File: src/rtl/vx_tcu_pkg.sv
// Shared TCU definitions: source format codes and the FEDP issue-tracker entry.
package vx_tcu_pkg;

    localparam int XLEN = 32;

    // Tracker slot field is sized for the largest supported slot count (64);
    // instances use the low log2(NUM_SLOTS) bits and keep the rest zero.
    localparam int TCU_SLOT_BITS = 6;

    localparam logic [2:0] TCU_FMT_FP16 = 3'd1;
    localparam logic [2:0] TCU_FMT_BF16 = 3'd2;
    localparam logic [2:0] TCU_FMT_TF32 = 3'd3;

    typedef struct packed {
        logic                     valid;
        logic [TCU_SLOT_BITS-1:0] slot;
        logic                     last;
    } tcu_trk_t;

    function automatic logic tcu_fmt_legal(input logic [2:0] fmt);
        return fmt inside {TCU_FMT_FP16, TCU_FMT_BF16, TCU_FMT_TF32};
    endfunction

endpackage

File: src/rtl/vx_tcu_fedp_ctrl_track.sv
// In-flight step tracker: LATENCY-deep shift of {valid, slot, last} that only
// advances with the FEDP enable, so the tail lines up with fedp_d_val.
module vx_tcu_fedp_ctrl_track
    import vx_tcu_pkg::*;
#(
    parameter int LATENCY   = 16,
    parameter int NUM_SLOTS = 4
) (
    input  logic                 clk,
    input  logic                 reset,
    input  logic                 enable,
    input  tcu_trk_t             in_ent,
    output tcu_trk_t             tail,
    output logic [NUM_SLOTS-1:0] retire
);

    tcu_trk_t [LATENCY-1:0] stage;

    // Shift entries toward the tail on enabled cycles; reset empties the pipe.
    always_ff @(posedge clk) begin
        if (!reset) begin
            stage <= '0;
        end else if (enable) begin
            stage[0] <= in_ent;
            for (int i = 1; i < LATENCY; i++)
                stage[i] <= stage[i-1];
        end
    end

    assign tail = stage[LATENCY-1];

    for (genvar s = 0; s < NUM_SLOTS; s++) begin : g_ret
        assign retire[s] = tail.valid & (tail.slot == TCU_SLOT_BITS'(s));
    end

endmodule

File: src/rtl/vx_tcu_fedp_ctrl.sv
// FEDP issue controller: issues dot-product steps, chains partial sums per
// accumulation slot and returns final sums on a valid/ready response port.
// Optional: VX_TCU_FEDP_CTRL_BYPASS_EN forwards a retiring partial sum straight
// into a dependent step issued in the same cycle (turnaround LATENCY instead of
// LATENCY+1).
module vx_tcu_fedp_ctrl
    import vx_tcu_pkg::*;
#(
    parameter int N         = 4,
    parameter int LATENCY   = 16,
    parameter int NUM_SLOTS = 4,
    localparam int SLOT_W   = $clog2(NUM_SLOTS)
) (
    input  logic                      clk,
    input  logic                      reset,
    input  logic                      req_valid,
    output logic                      req_ready,
    input  logic [SLOT_W-1:0]         req_slot,
    input  logic                      req_first,
    input  logic                      req_last,
    input  logic [2:0]                req_fmt_s,
    input  logic [N-1:0][XLEN-1:0]    req_a_row,
    input  logic [N-1:0][XLEN-1:0]    req_b_col,
    input  logic [XLEN-1:0]           req_c_val,
    output logic                      fedp_enable,
    output logic [2:0]                fedp_fmt_s,
    output logic [N-1:0][XLEN-1:0]    fedp_a_row,
    output logic [N-1:0][XLEN-1:0]    fedp_b_col,
    output logic [XLEN-1:0]           fedp_c_val,
    input  logic [XLEN-1:0]           fedp_d_val,
    output logic                      rsp_valid,
    input  logic                      rsp_ready,
    output logic [SLOT_W-1:0]         rsp_slot,
    output logic [XLEN-1:0]           rsp_d_val
);

    tcu_trk_t             tail, issue_ent;
    logic [NUM_SLOTS-1:0] retire, busy, busy_set, busy_clr;
    logic [XLEN-1:0]      acc [NUM_SLOTS];
    logic                 rsp_vld_q;
    logic [SLOT_W-1:0]    rsp_slot_q;
    logic [XLEN-1:0]      rsp_d_q;
    logic                 stall, accept, byp_hit, last_go;

    // Response outputs read as idle while reset is asserted.
    assign rsp_valid = reset & rsp_vld_q;
    assign rsp_slot  = reset ? rsp_slot_q : '0;
    assign rsp_d_val = reset ? rsp_d_q    : '0;

    // Only a final result that cannot be handed off freezes the pipeline.
    assign stall       = rsp_valid & ~rsp_ready & tail.valid & tail.last;
    assign fedp_enable = ~stall;
    assign last_go     = tail.valid & tail.last & ~stall;

`ifdef VX_TCU_FEDP_CTRL_BYPASS_EN
    assign byp_hit = ~req_first & tail.valid & ~tail.last
                   & (tail.slot == TCU_SLOT_BITS'(req_slot));
`else
    assign byp_hit = 1'b0;
`endif

    assign req_ready = reset & ~stall & (~busy[req_slot] | byp_hit);
    assign accept    = req_valid & req_ready;

    assign fedp_fmt_s = req_fmt_s;
    assign fedp_a_row = req_a_row;
    assign fedp_b_col = req_b_col;
    assign fedp_c_val = req_first ? req_c_val : (byp_hit ? fedp_d_val : acc[req_slot]);

    // Build the tracker entry for this cycle; idle cycles enter as invalid.
    always_comb begin
        issue_ent       = '0;
        issue_ent.valid = accept;
        issue_ent.slot  = TCU_SLOT_BITS'(req_slot);
        issue_ent.last  = req_last;
    end

    vx_tcu_fedp_ctrl_track #(
        .LATENCY   (LATENCY),
        .NUM_SLOTS (NUM_SLOTS)
    ) u_track (
        .clk    (clk),
        .reset  (reset),
        .enable (fedp_enable),
        .in_ent (issue_ent),
        .tail   (tail),
        .retire (retire)
    );

    // A stalled last tail has not retired yet, so its slot stays busy.
    assign busy_clr = retire & {NUM_SLOTS{~tail.last | ~stall}};
    assign busy_set = NUM_SLOTS'(accept) << req_slot;

    // Slot busy: set wins over clear so a bypassed re-issue keeps the slot held.
    always_ff @(posedge clk) begin
        if (!reset) busy <= '0;
        else        busy <= (busy & ~busy_clr) | busy_set;
    end

    // Partial sums land in the slot accumulator; not reset by design.
    always_ff @(posedge clk) begin
        for (int s = 0; s < NUM_SLOTS; s++)
            if (reset && retire[s] && !tail.last)
                acc[s] <= fedp_d_val;
    end

    // Response register: a new load beats the handshake that empties it.
    always_ff @(posedge clk) begin
        if (!reset) begin
            rsp_vld_q  <= 1'b0;
            rsp_slot_q <= '0;
            rsp_d_q    <= '0;
        end else if (last_go) begin
            rsp_vld_q  <= 1'b1;
            rsp_slot_q <= SLOT_W'(tail.slot);
            rsp_d_q    <= fedp_d_val;
        end else if (rsp_valid && rsp_ready) begin
            rsp_vld_q  <= 1'b0;
        end
    end

    a_fmt_legal: assert property (@(posedge clk) disable iff (!reset)
        accept |-> tcu_fmt_legal(req_fmt_s));

endmodule
File: config.mk
export PLATFORM = sky130hd
export DESIGN_NAME = vx_tcu_fedp_ctrl
export DESIGN_NICKNAME = d
export VERILOG_FILES = /design/src/rtl/vx_tcu_pkg.sv /design/src/rtl/vx_tcu_fedp_ctrl_track.sv /design/src/rtl/vx_tcu_fedp_ctrl.sv
export SDC_FILE = /design/constraint.sdc
export NUM_CORES = 1
export LEC_CHECK = 0
export BUFFER_PORTS_ARGS = -buffer_cell sky130_fd_sc_hd__buf_2
export CORE_AREA = 3 3 253 255
export DETAILED_ROUTE_END_ITERATION = 10
export DIE_AREA = 0 0 256 258
export PLACE_DENSITY_LB_ADDON = 0.1
export SLEW_MARGIN = 20
export SYNTH_ARGS = -nofsm -noshare
export SYNTH_HDL_FRONTEND = slang
export SYNTH_SLANG_ARGS = --single-unit
export TNS_END_PERCENT = 1
File: constraint.sdc
create_clock -name clk -period 4 [get_ports clk]
set_clock_uncertainty 0.05 [all_clocks]
set_input_delay 0.6 -clock clk [delete_from_list [all_inputs] [get_ports clk]]
set_output_delay 0.6 -clock clk [all_outputs]
set_load 0.03 [all_outputs]
# Yosys cells after proc, flatten, opt, wreduce, memory -nomap -nowiden
# Memory sizes are Yosys's and may differ from the RTL's.
# Index checks and enable logic that the tools add are counted.
word_totals:
  regBits: 103
  n_memories: 1
  input_bits: 331
  word_cells: 119
  ram_bits: 128
op_classes:
  reduce_logical: 15
  shifts: 1
  n_eq_ne: 3
  bitwise_logic: 22
  muxes: 24
  magnitude_cmp: 1
memory_table:
  columns: ["name", "words", "width", "read_ports", "rd_clocked_by_memory_dff", "wr", "line", "rtl"]
  rows:
  - ["acc", 4, 32, 1, 0, 1, "vx_tcu_fedp_ctrl.sv:39", "logic [XLEN-1:0] acc [NUM_SLOTS];"]
ops:
  columns: ["op", "count"]
  rows:
  - ["$mux W32", 5]
  - ["$reduce_or A32 Y1", 3]
  - ["$mux W1", 14]
  - ["$and A1 B1 Y1", 13]
  - ["$logic_and A1 B1 Y1", 9]
  - ["$and A4 B4 Y4", 2]
  - ["$mux W2", 4]
  - ["$logic_not A6 Y1", 1]
  - ["$eq A2 B2 Y1 const B", 2]
  - ["$not A1 Y1", 4]
  - ["$not A4 Y4", 1]
  - ["$or A4 B4 Y4", 1]
  - ["$shl A1 B2 Y4", 1]
  - ["$lt A2 B3 Y1 const B", 1]
  - ["$bmux W1 S2", 1]
  - ["$eq A2 B1 Y1 const B", 1]
  - ["$reduce_bool A2 Y1", 1]
  - ["$logic_not A1 Y1", 1]
  - ["$or A1 B1 Y1", 1]

# Depth between registers and ports, before layout
# Gate-level depths: netlist (run 1).
depth:
  depth_word: 10
  depth_mapped: 7
  mapped_depth_nobuf: 3

# Hierarchy
# From an unflattened synthesis (run 1), not the netlist that was laid out.
unflattened:
  cells_unflattened: 1128
  area_unflattened_um2: 13980.9
modules_own_cells:
  columns: ["mod", "cells_per_inst", "instances", "area_each_um2"]
  rows:
  - ["vx_tcu_fedp_ctrl", 699, 1, 8894.8]
  - ["vx_tcu_fedp_ctrl_track", 429, 1, 5086.1]

# Worst setup path after synthesis (run 1)
# No wires, ideal clock.
synth_path:
  kind: "input to register"
  startpoint: "in reset"
  endpoint: "mem acc[1][0], enable pin"
  t_arrival_ps: 3589
  setup_ps: 468
  path_buffers: 2
  t_required_ps: 3482
  setup_slack_ps: -107
  stages: 4
  path_cell_list: "buf_4 -> clkbuf_1 -> nand3b_1 -> nor3b_1"
synth_via:
  elab_chain_cells: 8
  word_cells_on_any_way: 25
  classes_between: "mux (14); reduce/logical (11)"
synth_lines:
  columns: ["item", "line", "rtl"]
  rows:
  - ["from (decl)", "vx_tcu_fedp_ctrl.sv:15", "input logic reset,"]
  - ["$logic_and A1 B1 Y1 (2 in a row)", "vx_tcu_fedp_ctrl.sv:103", "if (reset && retire[s] && !tail.last)"]
  - ["$mux W1", "vx_tcu_fedp_ctrl.sv:103", null]
  - ["$mux W1 (implied by the code)", "vx_tcu_fedp_ctrl.sv:104", "acc[s] <= fedp_d_val;"]
  - ["$reduce_or A32 Y1 (no source line)", null, null]
  - ["$mux W2 (no source line) / $mux W1 (equally long branches) (3 in a row)", null, null]
  - ["to (decl)", "vx_tcu_fedp_ctrl.sv:39", null]
# Several ways; a longest one is shown, not always the timed one.

# Worst setup path in the final report (run 1)
layout_path:
  startpoint: "reg u_track.stage (netlist bit u_track.tail[7])"
  endpoint: "out fedp_enable"
layout_via:
  elab_chain_cells: 3
layout_lines:
  columns: ["item", "line", "rtl"]
  rows:
  - ["from (decl)", "vx_tcu_fedp_ctrl_track.sv:17", "tcu_trk_t [LATENCY-1:0] stage;"]
  - ["from (signal, indexed assignment)", "vx_tcu_fedp_ctrl_track.sv:26", "stage[i] <= stage[i-1];"]
  - ["$and A1 B1 Y1 (2 in a row)", "vx_tcu_fedp_ctrl.sv:51", "assign stall = rsp_valid & ~rsp_ready & tail.valid & tail.last;"]
  - ["$not A1 Y1", "vx_tcu_fedp_ctrl.sv:52", "assign fedp_enable = ~stall;"]
  - ["to (decl)", "vx_tcu_fedp_ctrl.sv:25", "output logic fedp_enable,"]
# No other way between the ends.

==> flow_summary.json, run 1 <==
{
  "synth_compound_area_share_pct": 11.2,
  "ys_ff_latch": 231,
  "mostFrequentLayoutCells": "139 x buf_2, 128 x edfxtp_1, 103 x dfxtp_1",
  "ys_types": 33,
  "synth_xor_xnor_area_share_pct": 0,
  "finish.net_count": 1168,
  "cp.required_ns": 3.35,
  "grt_overflow": 0,
  "setup-tns-final_ns": 0,
  "place_hpwl_um": 23600,
  "crit_path_cell_trace": "and2_4 -> nand2_1 -> buf_2",
  "ctsHoldBuffers": 0,
  "rsz0062_at_grt": "no",
  "drive_above_1_share_pct": 30.1,
  "grt_pass1_vias": 7068,
  "die_h_um": 258,
  "setup_viol": 0,
  "drc_errors": 0,
  "end_kind": "output port",
  "wl_um": 36000,
  "placed_area_um2": 11100,
  "clock_path_buffers": 3,
  "io_buffer_count": 140,
  "num_rows": 91,
  "arrival_ns": 2.14,
  "grt_usage_pct": 10.4,
  "seqCellArea_um2": 5910,
  "n_antenna_cell": 0,
  "ios": 659,
  "area_growth_pct": 3.67,
  "clk_pin_slew_worst_paths_ns": 0.06,
  "status": "completed",
  "cts_tree": "built",
  "fmax_mhz": 359,
  "synth_top_family_by_area": "buffers and inverters",
  "hold_path.class": "primary input to flip-flop",
  "root_buffer": "clkbuf_16",
  "drv_slew": 0,
  "postLayoutCellArea_um2": 11900,
  "vias": 6631,
  "cellLeakagePower_nw": 3.90,
  "cts_buffers": 27,
  "post_cts_buffers": 0,
  "numClockSinks": 231,
  "crit_fanout": 48,
  "grt_max_degree": 98,
  "cpMaxStageDelayCell": "and2_4",
  "tightest_slew_ns": 1.04,
  "final_common_cell": "buf_2",
  "insertion_delay_ns": 0.53,
  "antenna_left": 0,
  "htreeDepth": 1,
  "core_area_um2": 61800,
  "routedWlPerCell_um": 21.3,
  "synth-simple-area-share_pct": 7.23,
  "synthMuxAreaShare_pct": 9.82,
  "first_iter_violations": 304,
  "hold_viol_final": 0,
  "num-fill-cells": 6716,
  "synth-adder-area-share_pct": 0,
  "die_area_um2": 66000,
  "synthesis.area_um2": 11500,
  "relSlewSlack_pct": 30.7,
  "maxCapViolCount": 0,
  "period_share_pct": 69.7,
  "power_density_nw_per_um2": 426,
  "seq_area_frac_synth_pct": 51.5,
  "start_kind": "flip-flop",
  "syn-num-nets": 1315,
  "initial_core_util_pct": 18.6,
  "syn_inst": 984,
  "syn_area_per_cell_um2": 11.7,
  "max_stage_delay_ns": 0.64,
  "first_pass_iters": 6,
  "ir_drop_v": 0.000287,
  "place.gp.congestion": 0.691,
  "setup.worst_path.class": "flip-flop to output port",
  "yosysWarnings": 0,
  "vias_per_cell": 3.91,
  "ctsResizeCount": 0,
  "grt_antenna_before_repair": 0,
  "die_w_um": 256,
  "grt_pass1_wl_um": 51300,
  "multi_input_area_um2": 3280,
  "final.min_clock_period_ns": 2.79
}
path summary, 6_finish.rpt:
path | start | endpoint | slack, ns | cells after the start
worst min-delay path | fedp_d_val[26] | acc[1][26] | 0.26 | 1
worst min register to register | u_track.stage[97] | u_track.stage[97] | 0.41 | 2
worst max-delay path | u_track.tail[7] | fedp_enable | 1.21 | 3
worst max register to register | u_track.tail[7] | rsp_d_q[25] | 1.76 | 4
report_power, final:
group	internal [mW]	switching, mW	leakage (nW)	total [mW]
Clock	1.31	0.963	0.402	2.28
Combinational	0.116	0.162	1.52	0.278
Sequential	2.51	0.00485	1.98	2.51
Total	3.94	1.13	3.90	5.07
synthesized netlist by cell type, drive strengths merged:
cell type / number / area [um2]
buf: 296 / 2190
edfxtp: 128 / 3840
dfxtp: 103 / 2060
nand3: 97 / 485
a21boi: 96 / 721
o21ai: 95 / 475
and2: 36 / 225
clkbuf: 35 / 131
mux4: 33 / 766
mux2: 32 / 360
nand2: 7 / 26.3
nor2: 3 / 11.3
o311ai: 3 / 26.3
nand2b: 2 / 12.5
nand3b: 2 / 15.0
nor3b: 2 / 15.0
o21a: 2 / 15.0
o31ai: 2 / 15.0
o41ai: 2 / 17.5
and3b: 1 / 8.76
and4b: 1 / 10.0
inv: 1 / 3.75
nand4: 1 / 6.26
nand4b: 1 / 8.76
nor3: 1 / 5.00
o211ai: 1 / 7.51
o22ai: 1 / 6.26
cells by family (layout without fill, tap and decap cells):
family	after synthesis	count (layout)
buffers and inverters	332	205
and+or+nand+nor	154	154
muxes	65	65
DFF	231	231
AOI/OAI and AO/OA	202	202
per-stage QoR:
stage	hold slack [ns]	worst slack [ns]	power (mW)	instances	utilization, %
after floorplan	0.380	-0.107	3.23	984	-
after global placement	0.397	1.16	2.85	1645	17.9
after detailed placement	0.403	1.14	2.85	1645	17.9
after CTS	0.214	1.09	5.21	1694	19.2
after global routing	0.234	1.04	5.30	1694	19.2
final	0.258	1.21	5.07	1694	19.2
cell type report:
type                       count  area share, %
timing repair buffer         155           7.18
clock buffer                  34           5.99
multi-input combinational    421           27.5
inverter                       1         0.0316
sequential                   231           49.7
tap                          837           8.81
clock inverter                15          0.779
worst max-delay path, delay by kind of cell (launching register included):
kind          cells  cell delay [ns]
simple gates      2             0.85
flops             1             0.50
buf+inv           1             0.25
metal layers:
| metal | global-route usage, % | part of all wire [%] | vias up |
|---|---|---|---|
| li1 | - | - | 2953 |
| met2 | 16.7 | 47 | 350 |
| met5 | 1.24 | 0.29 | - |
| met3 | 5.38 | 11 | 103 |
| met4 | 3.67 | 2.9 | 2 |
| met1 | 11.7 | 39 | 3223 |
sequential cells by signal, indices dropped and copies added, names as in the netlist:
signal / count
u_track.tail: 4
acc: 128
u_track.stage: 60
rsp_vld_q: 1
busy: 4
rsp_d_q: 32
rsp_slot_q: 2
(Power assumes the default switching activity.)
==> run 2, diff against run 1 <==
- ABC_AREA: not set -> 1
- CORE_AREA: 3 3 253 255 -> 3 3 254 256
- DIE_AREA: 0 0 256 258 -> 0 0 257 259
- clock period: 4 -> 2.3 ns (I/O delays scaled with it)
==> run 2 against run 1 <==
  * Combinational power increased to 2.5 times the previous value
  * Sequential power up 74%
  * Sequential cell count unchanged
  * Register-to-register slack worse by 1.1 ns
  * Routed wire length increased by 48%
  * Die area rose by 0.78%
  * Cell area up 1.6%
  * Critical path type unchanged
  * Largest power group is now clock
  * Highest routed layer unchanged
==> flow_summary.json, run 2 <==
{
  "status": "completed",
  "setup_viol": 0,
  "start_kind": "flip-flop",
  "place.gp.congestion": 0.686,
  "end_kind": "output port",
  "synthTopCellsByArea": "edfxtp_1 35%, dfxtp_1 19%, buf_4 18%",
  "antenna_left": 0,
  "grt_pass1_wl_um": 70400,
  "io_buffer_count": 140,
  "power_density_nw_per_um2": 818,
  "tightest_slew_ns": 0.457,
  "cts_buffers": 30,
  "grt_overflow": 0,
  "r2r_cells": 3,
  "vias_per_cell": 3.88,
  "largest_reg_flops": 128,
  "netlist.area_leader.share_pct": 35.1,
  "numClockSinks": 231,
  "finish.net_count": 1418,
  "ys.flop_type": "edfxtp_1",
  "hold_viol_final": 0,
  "ir_drop_v": 0.000569,
  "vias": 7599,
  "min_path_cells": 1,
  "synth_edf_count": 128,
  "drive_above_1_share_pct": 21.5,
  "wl_um": 53300,
  "top_usage_layer": "met1",
  "ys_types": 23,
  "rsz0062_at_grt": "no",
  "ios": 659,
  "cts_tree": "built",
  "use_met3_pct": 13.7,
  "period_share_pct": 94.4,
  "finalWorstSetupSlack_ns": 0.129,
  "drc_errors": 0,
  "cellLeakagePower_nw": 4.68,
  "ys_ff_latch": 231,
  "crit_fanout": 29,
  "core_area_um2": 62700,
  "grt_pass1_vias": 7490,
  "syn-num-nets": 1508,
  "synth.largest_area_cell": "edfxtp_1",
  "num_rows": 92,
  "instances_no_fill": 1961,
  "drv_slew": 0,
  "grt_max_degree": 39,
  "setup-tns-final_ns": 0,
  "first_iter_violations": 470,
  "grt_antenna_before_repair": 4,
  "root_buffer": "clkbuf_16",
  "initial_core_util_pct": 17.4,
  "final.min_clock_period_ns": 2.17,
  "first_pass_iters": 4,
  "die_area_um2": 66600,
  "async_reset_ff_share_pct": 0,
  "cp.required_ns": 1.90,
  "arrival_ns": 1.78,
  "synthesis.area_um2": 10900,
  "insertion_delay_ns": 0.56,
  "num-fill-cells": 6978,
  "maxCapViolCount": 0,
  "grt_usage_pct": 15.3,
  "place_ws_ns": 0.242,
  "final_core_util_pct": 19.3,
  "area_growth_pct": 10.4,
  "grtUsageMet2_pct": 18.6,
  "clk_pin_slew_worst_paths_ns": 0.06,
  "place_hpwl_um": 40100,
  "fmax_mhz": 461,
  "setup.worst_path.class": "flip-flop to output port",
  "routedWlPerCell_um": 27.2,
  "relSlewSlack_pct": 69.5,
  "die_h_um": 259,
  "yosysWarnings": 0,
  "final_common_cell": "nor2_1",
  "syn_area_per_cell_um2": 9.30,
  "die_w_um": 257,
  "netlist_top_cells_count": "314 x nor2_1, 265 x buf_4, 128 x edfxtp_1",
  "place_inst": 1878,
  "gr-usage-met1_pct": 19.0,
  "htreeDepth": 1,
  "hold_path.class": "primary input to flip-flop",
  "synth.most_common_cell": "nor2_1",
  "clock_path_buffers": 3,
  "top_regs": "acc x128, u_track.stage x60, rsp_d_q x32",
  "seq_area_frac_synth_pct": 54.0,
  "syn_inst": 1177,
  "mostFrequentLayoutCells": "310 x nor2_1, 139 x buf_2, 128 x edfxtp_1",
  "regMostFlops": "acc"
}
## run 2: cell count changes in the layout (fill, tap and decap cells not counted), moves of 32 or more
cell      change
mux2_2       -32
nor2_1      +308
nand3_1      -91
a21oi_1      +43
a31oi_1      +32
and2_1       -35
inv_1        +42
a21boi_0     -69
nand2_1      +36
## run 2: critical path, cell delays in order (launching register included)
cell and delay, ns:
dfxtp_1 0.35, nand2_1 0.11, inv_2 0.07, nand2_4 0.17
buf_6 0.25, buf_2 0.24
## run 2: per-layer routing
| metal | wire [um] | part of all wire [%] |
|---|---|---|
| met2 | 19300 | 36 |
| met5 | 470 | 0.88 |
| met1 | 22400 | 42 |
| met4 | 1070 | 2.0 |
| met3 | 10200 | 19 |
## run 2: cell families (layout without fill, tap and decap cells)
group / Yosys count / count (layout) / share of synthesized area (%)
buf+inv: 367 / 301 / 23.0
compound gates: 206 / 206 / 9.79
other cells: 0 / 4 / 0
simple gates: 373 / 373 / 13.2
flops: 231 / 231 / 54.0
## run 2: repair_timing
action,in CTS,in global routing
endpoints found under the hold margin,74,0
hold buffers,20,0
pin swaps,0,1
endpoints found under the setup margin,2,1
setup buffers,0,3
resized for setup,3,0
## run 2: worst paths after layout
| check | start | to | slack [ns] |
|---|---|---|---|
| setup / recovery | u_track.tail[7] | fedp_enable | 0.13 |
| hold / removal | fedp_d_val[18] | acc[1][18] | 0.03 |
| setup reg to reg | u_track.tail[0] | acc[0][11] | 0.69 |
| hold reg to reg | u_track.stage[7] | u_track.stage[15] | 0.40 |
## run 2: layout make-up
| type | instances | area, um2 | area share (%) |
|---|---|---|---|
| Clock buffer | 50 | 937 | 7.76 |
| Timing Repair Buffer | 196 | 1340 | 11.1 |
| Sequential cell | 231 | 5910 | 48.9 |
| Multi-Input combinational cell | 579 | 2550 | 21.2 |
| Antenna cell | 4 | 10.0 | 0.0829 |
| Tap cell | 846 | 1060 | 8.76 |
| Inverter | 49 | 185 | 1.53 |
| Clock inverter | 6 | 87.6 | 0.725 |
## run 2: metrics by stage
stage	power [mW]	cell area (um2)	hold WS, ns
2_1_floorplan	5.63	10900	0.375
3_3_place_gp	5.15	10800	0.399
3_5_place_dp	5.14	10800	0.401
4_1_cts	10.1	12000	0.00348
5_1_grt	10.3	12100	0.00579
6_report	9.88	12100	0.0265
## run 2: power breakdown
part	internal [mW]	leakage (nW)	total [mW]	switching (mW)
clock	2.98	0.491	4.81	1.83
combinational	0.220	2.21	0.701	0.481
sequential	4.36	1.98	4.37	0.00583
